File: config.mk
export PLATFORM = sky130hd
export DESIGN_NAME = spi_master
export DESIGN_NICKNAME = d
export VERILOG_FILES = /design/src/rtl/spi_master.sv
export SDC_FILE = /design/constraint.sdc
export NUM_CORES = 1
export LEC_CHECK = 0
export CAP_MARGIN = 30
export CORE_MARGIN = 2
export CORE_UTILIZATION = 50
export CTS_BUF_LIST = sky130_fd_sc_hd__clkbuf_16
export CTS_CLUSTER_SIZE = 8
export DETAILED_ROUTE_END_ITERATION = 8
export DONT_BUFFER_PORTS = 1
export PLACE_DENSITY = 0.76
export SYNTH_ARGS = -nofsm -noshare
export SYNTH_HDL_FRONTEND = slang
export SYNTH_SLANG_ARGS = --single-unit
File: constraint.sdc
create_clock -name clk -period 1.5 [get_ports clk]
set_input_delay 0.3 -clock clk [delete_from_list [all_inputs] [get_ports clk]]
set_output_delay 0.3 -clock clk [all_outputs]
set_load 0.1 [all_outputs]
File: src/rtl/spi_master.sv
`default_nettype none
// ============================================================================
// Module   : spi_master
// Brief    : SPI initiator; serializes 11-bit RAM command frames on ss_n/mosi
//            and captures the read-data byte returned on miso.
// Revision : 1.0 - initial release
// ============================================================================
module spi_master #(
  parameter int DATA_W      = 8,
  parameter int TURN_CYCLES = 2,
  parameter int GAP_CYCLES  = 1
) (
  input  logic              clk,
  input  logic              rst,
  input  logic              cmd_valid,
  output logic              cmd_ready,
  input  logic [1:0]        cmd_op,
  input  logic [DATA_W-1:0] cmd_data,
  output logic              rsp_valid,
  output logic [DATA_W-1:0] rsp_data,
  output logic              busy,
  output logic              ss_n,
  output logic              mosi,
  input  logic              miso
);

  localparam int c_frame_w = DATA_W + 3;
  localparam int c_max_a   = (c_frame_w > TURN_CYCLES) ? c_frame_w : TURN_CYCLES;
  localparam int c_max     = (c_max_a > DATA_W) ? c_max_a : DATA_W;
  localparam int c_cnt_w   = $clog2(c_max + 1);

  // Counters hold "cycles remaining after this one"; GAP_CYCLES must fit c_cnt_w.
  localparam logic [c_cnt_w-1:0] c_send_load = c_cnt_w'(c_frame_w - 1);
  localparam logic [c_cnt_w-1:0] c_turn_load = (TURN_CYCLES > 0) ? c_cnt_w'(TURN_CYCLES - 1) : '0;
  localparam logic [c_cnt_w-1:0] c_recv_load = c_cnt_w'(DATA_W - 1);
  localparam logic [c_cnt_w-1:0] c_gap_load  = c_cnt_w'(GAP_CYCLES - 1);

  typedef enum logic [2:0] {
    ST_IDLE = 3'd0,
    ST_SEND = 3'd1,
    ST_TURN = 3'd2,
    ST_RECV = 3'd3,
    ST_GAP  = 3'd4
  } state_t;

  state_t              state_q, state_d;
  logic [c_cnt_w-1:0]  cnt_q, cnt_d;
  logic [c_frame_w-2:0] frame_q, frame_d;
  logic                is_rd_q, is_rd_d;
  logic [DATA_W-2:0]   shift_q, shift_d;
  logic [DATA_W-1:0]   rsp_data_q, rsp_data_d;
  logic                rsp_valid_q, rsp_valid_d;
  logic                ss_n_q, ss_n_d;
  logic                mosi_q, mosi_d;
  logic [DATA_W-1:0]   sample_word;

  // The frame's leading mode bit goes straight to mosi at accept, so frame_q
  // only keeps the bits still to be sent, MSB aligned.
  assign sample_word = {shift_q, miso};

  always_comb begin
    state_d     = state_q;
    cnt_d       = cnt_q;
    frame_d     = frame_q;
    is_rd_d     = is_rd_q;
    shift_d     = shift_q;
    rsp_data_d  = rsp_data_q;
    rsp_valid_d = 1'b0;
    mosi_d      = 1'b0;

    unique case (state_q)
      ST_IDLE: begin
        if (cmd_valid) begin
          state_d = ST_SEND;
          cnt_d   = c_send_load;
          frame_d = {cmd_op, cmd_data};
          is_rd_d = &cmd_op;
          mosi_d  = cmd_op[1];
        end
      end
      ST_SEND: begin
        if (cnt_q != '0) begin
          cnt_d   = cnt_q - 1'b1;
          mosi_d  = frame_q[c_frame_w-2];
          frame_d = {frame_q[c_frame_w-3:0], 1'b0};
        end else if (!is_rd_q) begin
          state_d = ST_GAP;
          cnt_d   = c_gap_load;
        end else if (TURN_CYCLES > 0) begin
          state_d = ST_TURN;
          cnt_d   = c_turn_load;
        end else begin
          state_d = ST_RECV;
          cnt_d   = c_recv_load;
          shift_d = '0;
        end
      end
      ST_TURN: begin
        if (cnt_q != '0) begin
          cnt_d = cnt_q - 1'b1;
        end else begin
          state_d = ST_RECV;
          cnt_d   = c_recv_load;
          shift_d = '0;
        end
      end
      ST_RECV: begin
        shift_d = sample_word[DATA_W-2:0];
        if (cnt_q != '0) begin
          cnt_d = cnt_q - 1'b1;
        end else begin
          state_d     = ST_GAP;
          cnt_d       = c_gap_load;
          rsp_data_d  = sample_word;
          rsp_valid_d = 1'b1;
        end
      end
      ST_GAP: begin
        if (cnt_q != '0) begin
          cnt_d = cnt_q - 1'b1;
        end else begin
          state_d = ST_IDLE;
          cnt_d   = '0;
        end
      end
      default: begin
        state_d = ST_IDLE;
        cnt_d   = '0;
      end
    endcase

    ss_n_d = (state_d == ST_IDLE) || (state_d == ST_GAP);
  end

  always_ff @(posedge clk) begin
    if (rst) begin
      state_q     <= ST_IDLE;
      cnt_q       <= '0;
      frame_q     <= '0;
      is_rd_q     <= 1'b0;
      shift_q     <= '0;
      rsp_data_q  <= '0;
      rsp_valid_q <= 1'b0;
      ss_n_q      <= 1'b1;
      mosi_q      <= 1'b0;
    end else begin
      state_q     <= state_d;
      cnt_q       <= cnt_d;
      frame_q     <= frame_d;
      is_rd_q     <= is_rd_d;
      shift_q     <= shift_d;
      rsp_data_q  <= rsp_data_d;
      rsp_valid_q <= rsp_valid_d;
      ss_n_q      <= ss_n_d;
      mosi_q      <= mosi_d;
    end
  end

  assign cmd_ready = (state_q == ST_IDLE);
  assign busy      = (state_q != ST_IDLE);
  assign rsp_valid = rsp_valid_q;
  assign rsp_data  = rsp_data_q;
  assign ss_n      = ss_n_q;
  assign mosi      = mosi_q;

endmodule
`default_nettype wire

Yosys cells after proc, flatten, opt, wreduce, memory -nomap -nowiden
Index checks and enable logic that the tools add are counted.
{"block": "classes", "add_sub_neg": 1, "eq_ne": 8, "muxes": 22, "bitwise": 2, "n_reduce_logical": 14}
{"cell": "$mux 10", "count": 2}
{"cell": "$pmux 10 s2", "count": 1}
{"cell": "$mux 3", "count": 6}
{"cell": "$mux 4", "count": 4}
{"cell": "$pmux 4 s4", "count": 1}
{"cell": "$pmux 3 s5", "count": 1}
{"cell": "$pmux 7 s2", "count": 1}
{"cell": "$reduce_and 2->1", "count": 4}
{"cell": "$mux 7", "count": 1}
{"cell": "$eq 3x2->1 const B", "count": 2}
{"cell": "$eq 3x3->1 const B", "count": 2}
{"cell": "$logic_not 3->1", "count": 2}
{"cell": "$ne 2x2->1 const B", "count": 3}
{"cell": "$mux 1", "count": 4}
{"cell": "$reduce_bool 2->1", "count": 2}
{"cell": "$reduce_bool 4->1", "count": 1}
{"cell": "$reduce_or 2->1", "count": 2}
{"cell": "$sub 4x1->4 const B", "count": 1}
{"cell": "$eq 3x1->1 const B", "count": 1}
{"cell": "$reduce_and 3->1", "count": 1}
{"cell": "$reduce_bool 3->1", "count": 1}
{"cell": "$not 1->1", "count": 2}
{"cell": "$pmux 1 s2", "count": 1}
{"cell": "$logic_or 1x1->1", "count": 1}
{"block": "totals", "reg_bits": 36, "input_bits": 14, "output_inout_bits": 13}

Depth between registers and ports, before layout
Gate-level depths: netlist of run 1.
{"block": "depth", "ltp_word": 5, "mapped_depth": 7}

Worst setup path after synthesis of run 1
No wires, ideal clock.
{"block": "synth_path", "path_type": "reg2reg", "from": "reg state_q[2]", "to": "reg cnt_q[3]", "arrival_time_ns": 2.547, "path_slack_ns": -1.179, "path_stages_with_launch": 6, "path_cell_list": "dfxtp_1 -> or3_1 -> inv_1 -> or4_1 -> nand3_1 -> a21oi_1"}
{"block": "synth_via", "word_cells_on_any_way": 8, "cone_classes": "eq/ne (5); mux (1); reduce/logical (2)"}
{"element": "from (decl)", "line": "46", "text": "state_t state_q, state_d;"}
{"element": "from (signal assigned)", "line": "147", "text": "state_q <= state_d;"}
{"element": "$logic_not 3->1 *"}
{"element": "named net cmd_ready", "line": "16", "text": "output logic cmd_ready,"}
{"element": "$pmux 4 s4 or $ne 2x2->1 (tied branches)"}
{"element": "to (signal assigned)", "line": "148", "text": "cnt_q <= cnt_d;"}
{"element": "to (decl)", "line": "47", "text": "logic [c_cnt_w-1:0] cnt_q, cnt_d;"}
Mark *: on every way through the listed nets, which the timed path passes. The rest lies on a longest branch.
A chain may end at the register's enable or synchronous reset.

Worst setup path in the final report of run 1
{"block": "layout_path", "from": "reg state_q[0]", "to": "out cmd_ready"}
{"block": "layout_via", "elab_chain_len": 1}
{"element": "$logic_not 3->1", "line": "159", "text": "assign cmd_ready = (state_q == ST_IDLE);"}
{"element": "to (decl)", "line": "16"}
No other way between the ends.

==> results of run 1 <==
-- what timing repair did --
action / CTS / global route
pin swaps: 5 / 5
buffers inserted: 3 / 3
gates resized for setup: 26 / 11
hold buffers: 0 / 0
setup endpoints to repair: 13 / 29
-- cells in the mapped netlist (2+ instances only) --
cell type / n / share of area, %
a2111oi_0: 2 / 1.1
a211oi_1: 3 / 1.4
a211oi_2: 9 / 7.1
a21oi_1: 4 / 1.3
a22oi_1: 8 / 3.8
buf_6: 2 / 1.4
clkbuf_1: 8 / 1.9
dfxtp_1: 36 / 46
mux2i_1: 18 / 11
nand2_1: 3 / 0.71
nand2b_1: 3 / 1.2
nand3_1: 3 / 0.95
nor2_1: 27 / 6.4
nor2b_1: 7 / 2.8
nor3_1: 4 / 1.3
nor4_1: 2 / 0.79
o21ai_0: 3 / 0.95
-- routing by layer --
layer / vias to the layer above / share of wire, % / global-route usage, %
met4: 0 / 2.1 / 10.8
met2: 44 / 50 / 38.0
met1: 641 / 41 / 28.1
met3: 9 / 6.3 / 6.49
met5: - / 0 / 0
li1: 640 / - / -
-- cells by family (layout without fill, tap and decap cells) --
logic type / after synthesis / after routing
AOI/OAI and AO/OA: 35 / 35
xor gates and xnor gates: 1 / 1
and+or+nand+nor: 58 / 58
muxes: 18 / 18
DFF: 36 / 36
buffers and inverters: 14 / 43
-- cell type report --
cell class                 instances  share of cell area [%]
sequential                        36                    34.4
inverter                           1                   0.351
multi-input combinational        112                    41.9
tap                               44                    2.57
timing repair buffer              34                    14.4
clock buffer                       5                    5.84
clock inverter                     3                   0.526
-- sequential cells by signal (all words and copies together) (netlist names) --
name,cells
ss_n,1
rsp_data,8
is_rd_q,1
cnt_q,4
rsp_valid,1
frame_q,10
shift_q,7
state_q,3
mosi,1
-- placed cells by master, fill, tap and decap left out, types with 4 or more instances in the layout --
| cell type | instances |
|---|---|
| nor2_2 | 4 |
| nor3_1 | 4 |
| a22oi_1 | 8 |
| nor2_4 | 5 |
| buf_12 | 4 |
| nor2b_1 | 7 |
| mux2i_1 | 16 |
| nor2_1 | 18 |
| buf_4 | 29 |
| dfxtp_1 | 30 |
| a211oi_2 | 10 |
| clkbuf_16 | 5 |
-- worst max path at each step --
| stage | end | slack (ns) | cells past startpoint |
|---|---|---|---|
| global route | cmd_ready | -0.17 | 3 |
| CTS | cmd_ready | -0.12 | 3 |
| floorplan | cnt_q[3]$_SDFFE_PP0P_ | -0.53 | 5 |
| global placement | cnt_q[1]$_SDFFE_PP0P_ | -0.009 | 5 |
| finish | cmd_ready | -0.15 | 3 |
| detailed placement | cnt_q[1]$_SDFFE_PP0P_ | -0.10 | 5 |
-- metrics by stage --
step / power (mW) / worst slack, ns / hold WS (ns) / TNS (ns)
3_3_place_gp: 2.05 / -0.00924 / 0.372 / -0.0126
2_1_floorplan: 1.87 / -0.531 / 0.427 / -2.21
5_1_grt: 3.42 / -0.172 / 0.0825 / -1.33
6_report: 3.30 / -0.150 / 0.0823 / -0.471
4_1_cts: 3.23 / -0.117 / 0.0814 / -0.479
3_5_place_dp: 2.09 / -0.102 / 0.374 / -0.540
-- where the power goes --
part	switching, mW	internal [mW]
registers	0.110	1.07
logic	0.616	0.537
clock network	0.375	0.597
total	1.10	2.20
==> results by group, run 1 <==
Logic synthesis
  – Synth async-reset ratio: 0%
  – Syn avg cell area: 9.77 sq um
  – Sequential share of the synthesized area: 45.5%
  – Xor and xnor fraction of the mapped netlist area: 0.553%
  – Largest family of logic cells by synthesized area: simple AND/OR/NAND/NOR gates
  – Cell area after technology mapping: 0.00158 sq mm
  – Post-synthesis compound-gate area fraction: 18.6%
  – Synth Register Bits: 36
  – EDFF count, synth: 0
  – Synth Instances: 162
  – Main synth FF type: dfxtp_1
  – Post-synth cell types: 37
  – Adder-Cell Fraction of Synth Area: 0%
  – Synth Area in Simple Gates: 19.4%
  – Mux share of post-synthesis cell area: 11.4%
  – Syn nets: 176
  – Total number of yosys warnings: 0

Layout
  – Share of cells above drive strength 1: 40.8%
  – Post-route cell area: 0.00214 sq mm
  – Number of fill cells: 216
  – Area of the multi-input gates: 897 sq um
  – Finished Layout Cells: 235
  – FF+latch area: 736 sq um
  – Antenna Cells: 0
  – # nets final: 204
  – Core Util, Final: 70.7%
  – P&R area growth vs syn: 35.3%

Placed design
  – Placed instance count: 221
  – Routability congestion estimate: 0.863
  – Detailed placement HPWL: 2360 microns
  – Placed inst area: 0.00183 sq mm
  – PortBufs: 0

STA
  – Final number of setup-violating endpoints: 13
  – Worst Max-Slew Pin Slew: 0.420 ns
  – Relative slew slack: 71.7%
  – Max-slew violation count: 0
  – Fin. Hold Viols: 0
  – Unrepaired setup endpoints after global routing: yes
  – FMAX: 606 MHz
  – Final period util: 110%
  – Setup skew after layout: 0.00279 ns
  – Final Critical Period: 1.65 ns
  – Setup WS post-layout: -0.150 ns

Run status
  – Status: finished with violations
  – Failing checks: setup timing

Clock network
  – CTS Buffer Depth: 2
  – Num CTS Buffers: 5
  – Clock transition at the registers of the reported paths: 0.05 ns
  – Sink Count: 36
  – Clock latency on the worst-skew pair: 0.28 ns
  – CTS root buf: clkbuf_16
  – CTS H-tree depth: 2
  – CTS tree: done

Critical path
  – Worst-path cell chain: or3_4 > clkinvlp_4 > buf_12
  – Crit path DAT: 1.35 ns
  – Data required time of the worst path: 1.20 ns
  – Critical-path top delay cell: or3_4
  – Critical path buffers and inverters: 2
  – Crit-path leading delay family: simple AND/OR/NAND/NOR gates
  – Setup crit start kind: register
  – R2r setup slk: -0.07 ns
  – Max incr delay on CP: 0.42 ns
  – Critical path class: reg -> out
  – Crit path launch: state_q[0]$_SDFF_PP0_
  – Critical R2R Launch: cnt_q[2]$_SDFFE_PP0P_
  – Crit Path Max Fanout: 5
  – Critical Path End Type: output pin
  – Reg2reg end: cnt_q[1]$_SDFFE_PP0P_
  – Path depth of the worst reg2reg path: 5

Global route
  – Initial antenna violation count: 0
  – GR Overflow Total: 0
  – GRT Resource Usage Total: 23.3%
  – Largest net degree at the start of global routing: 38
  – First-pass GRT wire length: 6140 microns
  – Number of global-route vias before repair: 1264

Floorplan
  – Initial core utilization: 52.3%
  – Die Y: 60.3 microns
  – Die width: 60.3 microns
  – # IOs: 27
  – CORE AREA: 0.00303 sq mm
  – Row Count: 20
  – Die ar.: 0.00363 sq mm

Hold path
  – Hold Path Sink: frame_q[3]$_SDFFE_PP0P_
  – Hold path depth: 1
  – Hold Startpoint: rst
  – Hold/Removal Path Class: in -> reg

Power
  – LEAKAGE: 0.819 nW
  – Pwr Density: 1540 mW/mm^2
  – Peak supply drop: 0.000939 V

Drt
  – Final WL: 3760 microns
  – Mean number of vias per cell: 5.68
  – Remaining routing DRC violations: 0
  – Drt initial violations: 58
  – Vias: 1334
  – Final ANT Viol Nets: 0
  – Pre-antenna DRT Iters: 4
  – Average wire per standard cell: 16.0 microns

Job
  – Max-cap violations: 0
Note: power is estimated with default switching activity, not from simulation.
==> inputs of run 2 (changes only) <==
- ABC_AREA: unset -> 1
==> results by group, run 2 <==
Run status
  – Status: finished clean (was finished with violations)

STA
  – Setup skew after layout: 0.00295 ns (was 0.00279 ns)
  – Unrepaired setup endpoints after global routing: no (was yes)
  – Final Critical Period: 1.46 ns (was 1.65 ns)
  – Setup WS post-layout: 0.0400 ns (was -0.150 ns)
  – Final number of setup-violating endpoints: 0 (was 13)
  – Setup tns final: 0 ns (was -0.471 ns)
  – Max-slew violation count: 0 (unchanged)
  – Fin. Hold Viols: 0 (unchanged)
  – Relative slew slack: 80.7% (was 71.7%)
  – Final period util: 97.3% (was 110%)
  – Worst Max-Slew Pin Slew: 0.289 ns (was 0.420 ns)
  – FMAX: 685 MHz (was 606 MHz)

Power
  – Logic pwr share: 51.5% (was 34.9%)
  – Sw Share: 46.2% (was 33.3%)
  – Peak supply drop: 0.00149 V (was 0.000939 V)
  – Sequential share of power: 28.4% (was 35.7%)
  – Clock Power Share: 20.2% (was 29.4%)
  – Cell Int Power: 2.62 mW (was 2.20 mW)
  – Switching power: 2.24 mW (was 1.10 mW)
  – LEAKAGE: 0.916 nW (was 0.819 nW)
  – Pwr Density: 2520 mW/mm^2 (was 1540 mW/mm^2)

Logic synthesis
  – Total number of yosys warnings: 0 (unchanged)
  – Post-synth cell types: 26 (was 37)
  – Syn avg cell area: 7.48 sq um (was 9.77 sq um)
  – Synth async-reset ratio: 0% (unchanged)
  – Synth cell count leaders: 71 x nand2_1, 36 x dfxtp_1, 22 x nand3_1 (was 36 x dfxtp_1, 27 x nor2_1, 18 x mux2i_1)
  – Cell area after technology mapping: 0.00160 sq mm (was 0.00158 sq mm)
  – Syn nets: 228 (was 176)
  – Synth top area cells: dfxtp_1 45%, nand2_1 17%, nand3_1 6.9%, a21oi_1 4.7%, o211a_1 4.4% (was dfxtp_1 46%, mux2i_1 11%, a211oi_2 7.1%, nor2_1 6.4%, a22oi_1 3.8%)
  – Largest area contributor in the netlist: dfxtp_1 (unchanged)
  – Synth Instances: 214 (was 162)
  – Synth top area share: 45.0% (was 45.5%)
  – Top-count cell post-synth: nand2_1 (was dfxtp_1)
  – EDFF count, synth: 0 (unchanged)
  – Main synth FF type: dfxtp_1 (unchanged)
  – Synth Register Bits: 36 (unchanged)
  – Sequential share of the synthesized area: 45.0% (was 45.5%)

Hold path
  – Hold path depth: 1 (unchanged)
  – Hold/Removal Path Class: in -> reg (unchanged)

Placed design
  – Detailed placement HPWL: 2210 microns (was 2360 microns)
  – PortBufs: 0 (unchanged)
  – Placed instance count: 269 (was 221)
  – Routability congestion estimate: 0.839 (was 0.863)
  – Pre-CTS WS: 0.143 ns (was -0.102 ns)
  – Placed inst area: 0.00177 sq mm (was 0.00183 sq mm)

Layout
  – Max reg flops: 10 (unchanged)
  – # nets final: 246 (was 204)
  – Post-route cell area: 0.00192 sq mm (was 0.00214 sq mm)
  – Antenna Cells: 0 (unchanged)
  – Share of cells above drive strength 1: 19.3% (was 40.8%)
  – Finished Layout Cells: 277 (was 235)
  – P&R area growth vs syn: 20.2% (was 35.3%)
  – Most frequent cells in the layout: 71 x nand2_1, 35 x dfxtp_1, 22 x nand3_1 (was 30 x dfxtp_1, 29 x buf_4, 18 x nor2_1)
  – Most common cell after layout, fill and taps aside: nand2_1 (was dfxtp_1)
  – Biggest register: frame_q (unchanged)

Drt
  – Final ANT Viol Nets: 0 (unchanged)
  – Pre-antenna DRT Iters: 4 (unchanged)
  – Final WL: 3290 microns (was 3760 microns)
  – Vias: 1375 (was 1334)
  – Average wire per standard cell: 11.9 microns (was 16.0 microns)
  – Drt initial violations: 58 (unchanged)
  – Mean number of vias per cell: 4.96 (was 5.68)
  – Remaining routing DRC violations: 0 (unchanged)

Global route
  – Number of global-route vias before repair: 1230 (was 1264)
  – GRT Resource Usage Total: 19.8% (was 23.3%)
  – GR Overflow Total: 0 (unchanged)
  – Initial antenna violation count: 0 (unchanged)
  – Largest net degree at the start of global routing: 18 (was 38)
  – First-pass GRT wire length: 5330 microns (was 6140 microns)

Floorplan
  – Die Y: 60.6 microns (was 60.3 microns)
  – Die width: 60.6 microns (was 60.3 microns)
  – # IOs: 27 (unchanged)
  – Initial core utilization: 52.5% (was 52.3%)
  – Row Count: 20 (unchanged)
  – CORE AREA: 0.00305 sq mm (was 0.00303 sq mm)
  – Die ar.: 0.00367 sq mm (was 0.00363 sq mm)

Critical path
  – Max incr delay on CP: 0.35 ns (was 0.42 ns)
  – Path depth of the worst reg2reg path: 8 (was 5)
  – Worst-path cell chain: nor2_4 > nand2_8 > inv_12 > buf_12 (was or3_4 > clkinvlp_4 > buf_12)
  – Crit path DAT: 1.16 ns (was 1.35 ns)
  – Critical-path top delay cell: dfxtp_2 (was or3_4)
  – Critical Path End Type: output pin (unchanged)
  – Crit Path Max Fanout: 5 (unchanged)
  – Setup crit start kind: register (unchanged)
  – Critical path class: reg -> out (unchanged)
  – Data required time of the worst path: 1.20 ns (about the same)

Clock network
  – CTS H-tree depth: 2 (unchanged)
  – Clock transition at the registers of the reported paths: 0.05 ns (about the same)
  – CTS tree: done (unchanged)
  – CTS Buffer Depth: 2 (unchanged)
  – Sink Count: 36 (unchanged)
  – Clock latency on the worst-skew pair: 0.28 ns (about the same)
  – Num CTS Buffers: 5 (unchanged)
  – CTS root buf: clkbuf_16 (unchanged)

Job
  – Max-cap violations: 0 (unchanged)
==> run 2: kinds of logic (layout without fill, tap and decap cells) <==
kind of cell / Yosys count / in the layout / share of synthesized area [%]
compound gates: 32 / 32 / 12.8
buf+inv: 25 / 44 / 7.97
flops: 36 / 36 / 45.0
simple gates: 121 / 121 / 34.2
==> run 2: metal layers <==
metal,share of wire (%),wire length (microns),track usage [%],up-vias
met1,48,1580,25.5,614
met3,5.2,171,6.61,6
met2,45,1480,30.7,25
met4,1.7,55,7.45,0
met5,0,0,0,-
li1,-,-,-,730
==> run 2: per-stage QoR <==
| stage | hold WS, ns | utilization (%) | power (mW) |
|---|---|---|---|
| 2_1_floorplan | 0.403 | - | 3.44 |
| 3_3_place_gp | 0.371 | 57.9 | 3.74 |
| 3_5_place_dp | 0.373 | 57.9 | 3.74 |
| 4_1_cts | 0.0813 | 62.7 | 4.81 |
| 5_1_grt | 0.0759 | 63.0 | 5.16 |
| 6_report | 0.0843 | 63.0 | 4.86 |
==> run 2: power by group through the flow <==
stage	registers, mW	clock network (mW)	logic (mW)
after floorplan	1.50	0	1.95
after global placement	1.38	0	2.36
after detailed placement	1.39	0	2.36
after CTS	1.37	0.991	2.45
after global routing	1.41	1.03	2.72
final	1.38	0.980	2.50
==> run 2: timing repair <==
action | 4_1_cts | 5_1_grt
hold buffers | 0 | 0
setup endpoints to repair | 2 | 2
pin swaps | 1 | 1
gates resized for setup | 2 | 3
setup buffers | 0 | 0
==> run 2: worst max-delay path, delay by kind of cell (launching register included) <==
family,cells,cell delay (ns)
flops,1,0.35
simple gates,2,0.30
buf+inv,2,0.23
==> run 2: cell type report <==
class	count	area, sq um
Multi-Input combinational cell	153	772
Clock buffer	5	125
Clock inverter	3	15.0
Inverter	17	76.3
Fill cell	277	1130
Tap cell	44	55.1
Sequential cell	36	722
Timing Repair Buffer	19	159
==> run 2: path summary, 6_finish.rpt <==
kind	start	endpoint	slack (ns)
setup / recovery	state_q[1]$_SDFF_PP0_	cmd_ready	0.04
hold / removal	rst	state_q[1]$_SDFF_PP0_	0.08
setup reg to reg	state_q[1]$_SDFF_PP0_	frame_q[8]$_SDFFE_PP0P_	0.15
hold reg to reg	frame_q[8]$_SDFFE_PP0P_	frame_q[8]$_SDFFE_PP0P_	0.45
==> inputs of run 3 (changes only) <==
- CORE_UTILIZATION: 50 -> 47
- DONT_BUFFER_PORTS: 1 -> unset
- PLACE_DENSITY: 0.76 -> 0.83
- SETUP_SLACK_MARGIN: unset -> 0.2
==> results by group, run 3 (synthesis gave the netlist of run 2 again) <==
Run status
  – Status: finished clean (unchanged)

Floorplan
  – CORE AREA: 0.00331 sq mm (was 0.00305 sq mm)
  – Initial core utilization: 48.4% (was 52.5%)
  – Die Y: 62.4 microns (was 60.6 microns)
  – Row Count: 21 (was 20)
  – # IOs: 27 (unchanged)
  – Die ar.: 0.00389 sq mm (was 0.00367 sq mm)
  – Die width: 62.4 microns (was 60.6 microns)

STA
  – Final period util: 96.7% (was 97.3%)
  – Max-slew violation count: 0 (unchanged)
  – Setup skew after layout: 0.00811 ns (was 0.00295 ns)
  – Setup WS post-layout: 0.0502 ns (was 0.0400 ns)
  – Fin. Hold Viols: 0 (unchanged)
  – Unrepaired setup endpoints after global routing: yes (was no)
  – Final Critical Period: 1.45 ns (was 1.46 ns)
  – Worst Max-Slew Pin Slew: 0.298 ns (was 0.289 ns)
  – FMAX: 690 MHz (was 685 MHz)
  – Relative slew slack: 79.9% (was 80.7%)
  – Final number of setup-violating endpoints: 0 (unchanged)

Critical path
  – Max incr delay on CP: 0.34 ns (was 0.35 ns)
  – R2r setup slk: 0.10 ns (was 0.15 ns)
  – Critical path class: reg -> out (unchanged)
  – Worst-path cell chain: nor2_4 > nand2_8 > inv_16 > buf_16 (was nor2_4 > nand2_8 > inv_12 > buf_12)
  – Critical-path top delay cell: dfxtp_2 (unchanged)
  – Data required time of the worst path: 1.20 ns (about the same)
  – Crit path DAT: 1.15 ns (was 1.16 ns)
  – Crit Path Max Fanout: 4 (was 5)
  – Critical R2R Launch: state_q[2]$_SDFF_PP0_ (was state_q[1]$_SDFF_PP0_)
  – Setup crit start kind: register (unchanged)
  – Crit path launch: state_q[2]$_SDFF_PP0_ (was state_q[1]$_SDFF_PP0_)
  – Critical Path End Type: output pin (unchanged)

Drt
  – Drt initial violations: 79 (was 58)
  – Average wire per standard cell: 13.1 microns (was 11.9 microns)
  – Pre-antenna DRT Iters: 4 (unchanged)
  – Remaining routing DRC violations: 0 (unchanged)
  – Final ANT Viol Nets: 0 (unchanged)
  – Mean number of vias per cell: 5.18 (was 4.96)
  – Final WL: 3980 microns (was 3290 microns)
  – Vias: 1576 (was 1375)

Power
  – Logic pwr share: 55.9% (was 51.5%)
  – Pwr Density: 2480 mW/mm^2 (was 2520 mW/mm^2)
  – LEAKAGE: 1.09 nW (was 0.916 nW)
  – Cell Int Power: 3.33 mW (was 2.62 mW)
  – Power Total: 5.97 mW (was 4.86 mW)
  – Clock Power Share: 19.9% (was 20.2%)
  – Switching power: 2.64 mW (was 2.24 mW)
  – Peak supply drop: 0.00151 V (was 0.00149 V)
  – Sequential share of power: 24.2% (was 28.4%)
  – Sw Share: 44.3% (was 46.2%)

Hold path
  – Hold Startpoint: shift_q[4]$_SDFFE_PP0P_ (was rst)
  – Hold/Removal Path Class: reg -> reg (was in -> reg)

Clock network
  – Num CTS Buffers: 5 (unchanged)
  – CTS tree: done (unchanged)
  – Hold buffers post-CTS: 0 (unchanged)
  – Sink Count: 36 (unchanged)
  – CTS Buffer Depth: 2 (unchanged)
  – Clock latency on the worst-skew pair: 0.28 ns (about the same)
  – CTS root buf: clkbuf_16 (unchanged)
  – Clock transition at the registers of the reported paths: 0.06 ns (was 0.05 ns)
  – CTS H-tree depth: 2 (unchanged)

Global route
  – Met3 usage in global routing: 5.05% (was 6.61%)
  – Largest net degree at the start of global routing: 17 (was 18)
  – Grt peak-use layer: met2 (unchanged)
  – GRT Resource Usage Total: 20.9% (was 19.8%)
  – First-pass GRT wire length: 6430 microns (was 5330 microns)
  – GR Layer Usage met1: 26.7% (was 25.5%)
  – Number of global-route vias before repair: 1457 (was 1230)
  – Met2 usage: 32.6% (was 30.7%)
  – Initial antenna violation count: 0 (unchanged)
  – GR Overflow Total: 0 (unchanged)

Placed design
  – PortBufs: 26 (was 0)
  – Detailed placement HPWL: 2440 microns (was 2210 microns)
  – Routability congestion estimate: 0.802 (was 0.839)
  – Placed inst area: 0.00210 sq mm (was 0.00177 sq mm)
  – Pre-CTS WS: -0.0377 ns (was 0.143 ns)

Layout
  – # nets final: 271 (was 246)
  – Most common cell after layout, fill and taps aside: nand2_1 (unchanged)
  – Antenna Cells: 0 (unchanged)
  – Share of cells above drive strength 1: 27.5% (was 19.3%)
  – P&R area growth vs syn: 50.5% (was 20.2%)
  – Biggest register: frame_q (unchanged)
  – Post-route cell area: 0.00241 sq mm (was 0.00192 sq mm)
  – Max reg flops: 10 (unchanged)
  – Most frequent cells in the layout: 70 x nand2_1, 33 x dfxtp_1, 22 x nand3_1 (was 71 x nand2_1, 35 x dfxtp_1, 22 x nand3_1)

Job
  – Max-cap violations: 0 (unchanged)
run 3: per-layer routing:
layer	up-vias	part of all wire [%]
li1	782	-
met1	725	44
met2	53	47
met3	16	5.1
met4	0	3.6
met5	-	0
run 3: power groups by stage:
stage	Combinational (mW)	Clock [mW]	Sequential (mW)
3_3_place_gp	2.67	0	1.43
6_report	3.34	1.19	1.44
3_5_place_dp	2.71	0	1.44
4_1_cts	3.03	1.19	1.42
5_1_grt	3.58	1.24	1.47
2_1_floorplan	2.03	0	1.51
run 3: layout make-up:
| class | instances | area [sq um] |
|---|---|---|
| tap | 46 | 57.6 |
| timing repair buffer | 43 | 533 |
| multi-input combinational | 154 | 838 |
| fill | 239 | 900 |
| inverter | 17 | 85.1 |
| sequential | 36 | 729 |
| clock inverter | 3 | 42.5 |
| clock buffer | 5 | 125 |
run 3: repair_timing:
| action | in CTS | in global routing |
|---|---|---|
| gates cloned | 1 | 0 |
| resized for setup | 5 | 14 |
| setup buffers | 5 | 4 |
| setup endpoints to repair | 6 | 35 |
| pin swaps | 3 | 3 |
run 3: critical path: cells and delay by family (launching register included):
kind	cells	cell delay (ns)
flops	1	0.34
simple gates	2	0.30
buf+inv	2	0.23
run 3: worst paths after layout:
check                        endpoint  cells past startpoint
max reg2reg   frame_q[8]$_SDFFE_PP0P_                      9
min reg2reg  rsp_data[5]$_SDFFE_PP0P_                      2
min          rsp_data[5]$_SDFFE_PP0P_                      2
max                         cmd_ready                      4
run 3: stage by stage:
| stage | TNS (ns) | utilization [%] | std cells | hold slack (ns) |
|---|---|---|---|---|
| global route | 0 | 72.8 | 304 | 0.502 |
| detailed placement | -0.0377 | 63.4 | 286 | 0.459 |
| finish | 0 | 72.8 | 304 | 0.473 |
| floorplan | 0 | - | 214 | 0.403 |
| global placement | 0 | 63.4 | 286 | 0.435 |
| CTS | 0 | 70.5 | 300 | 0.469 |
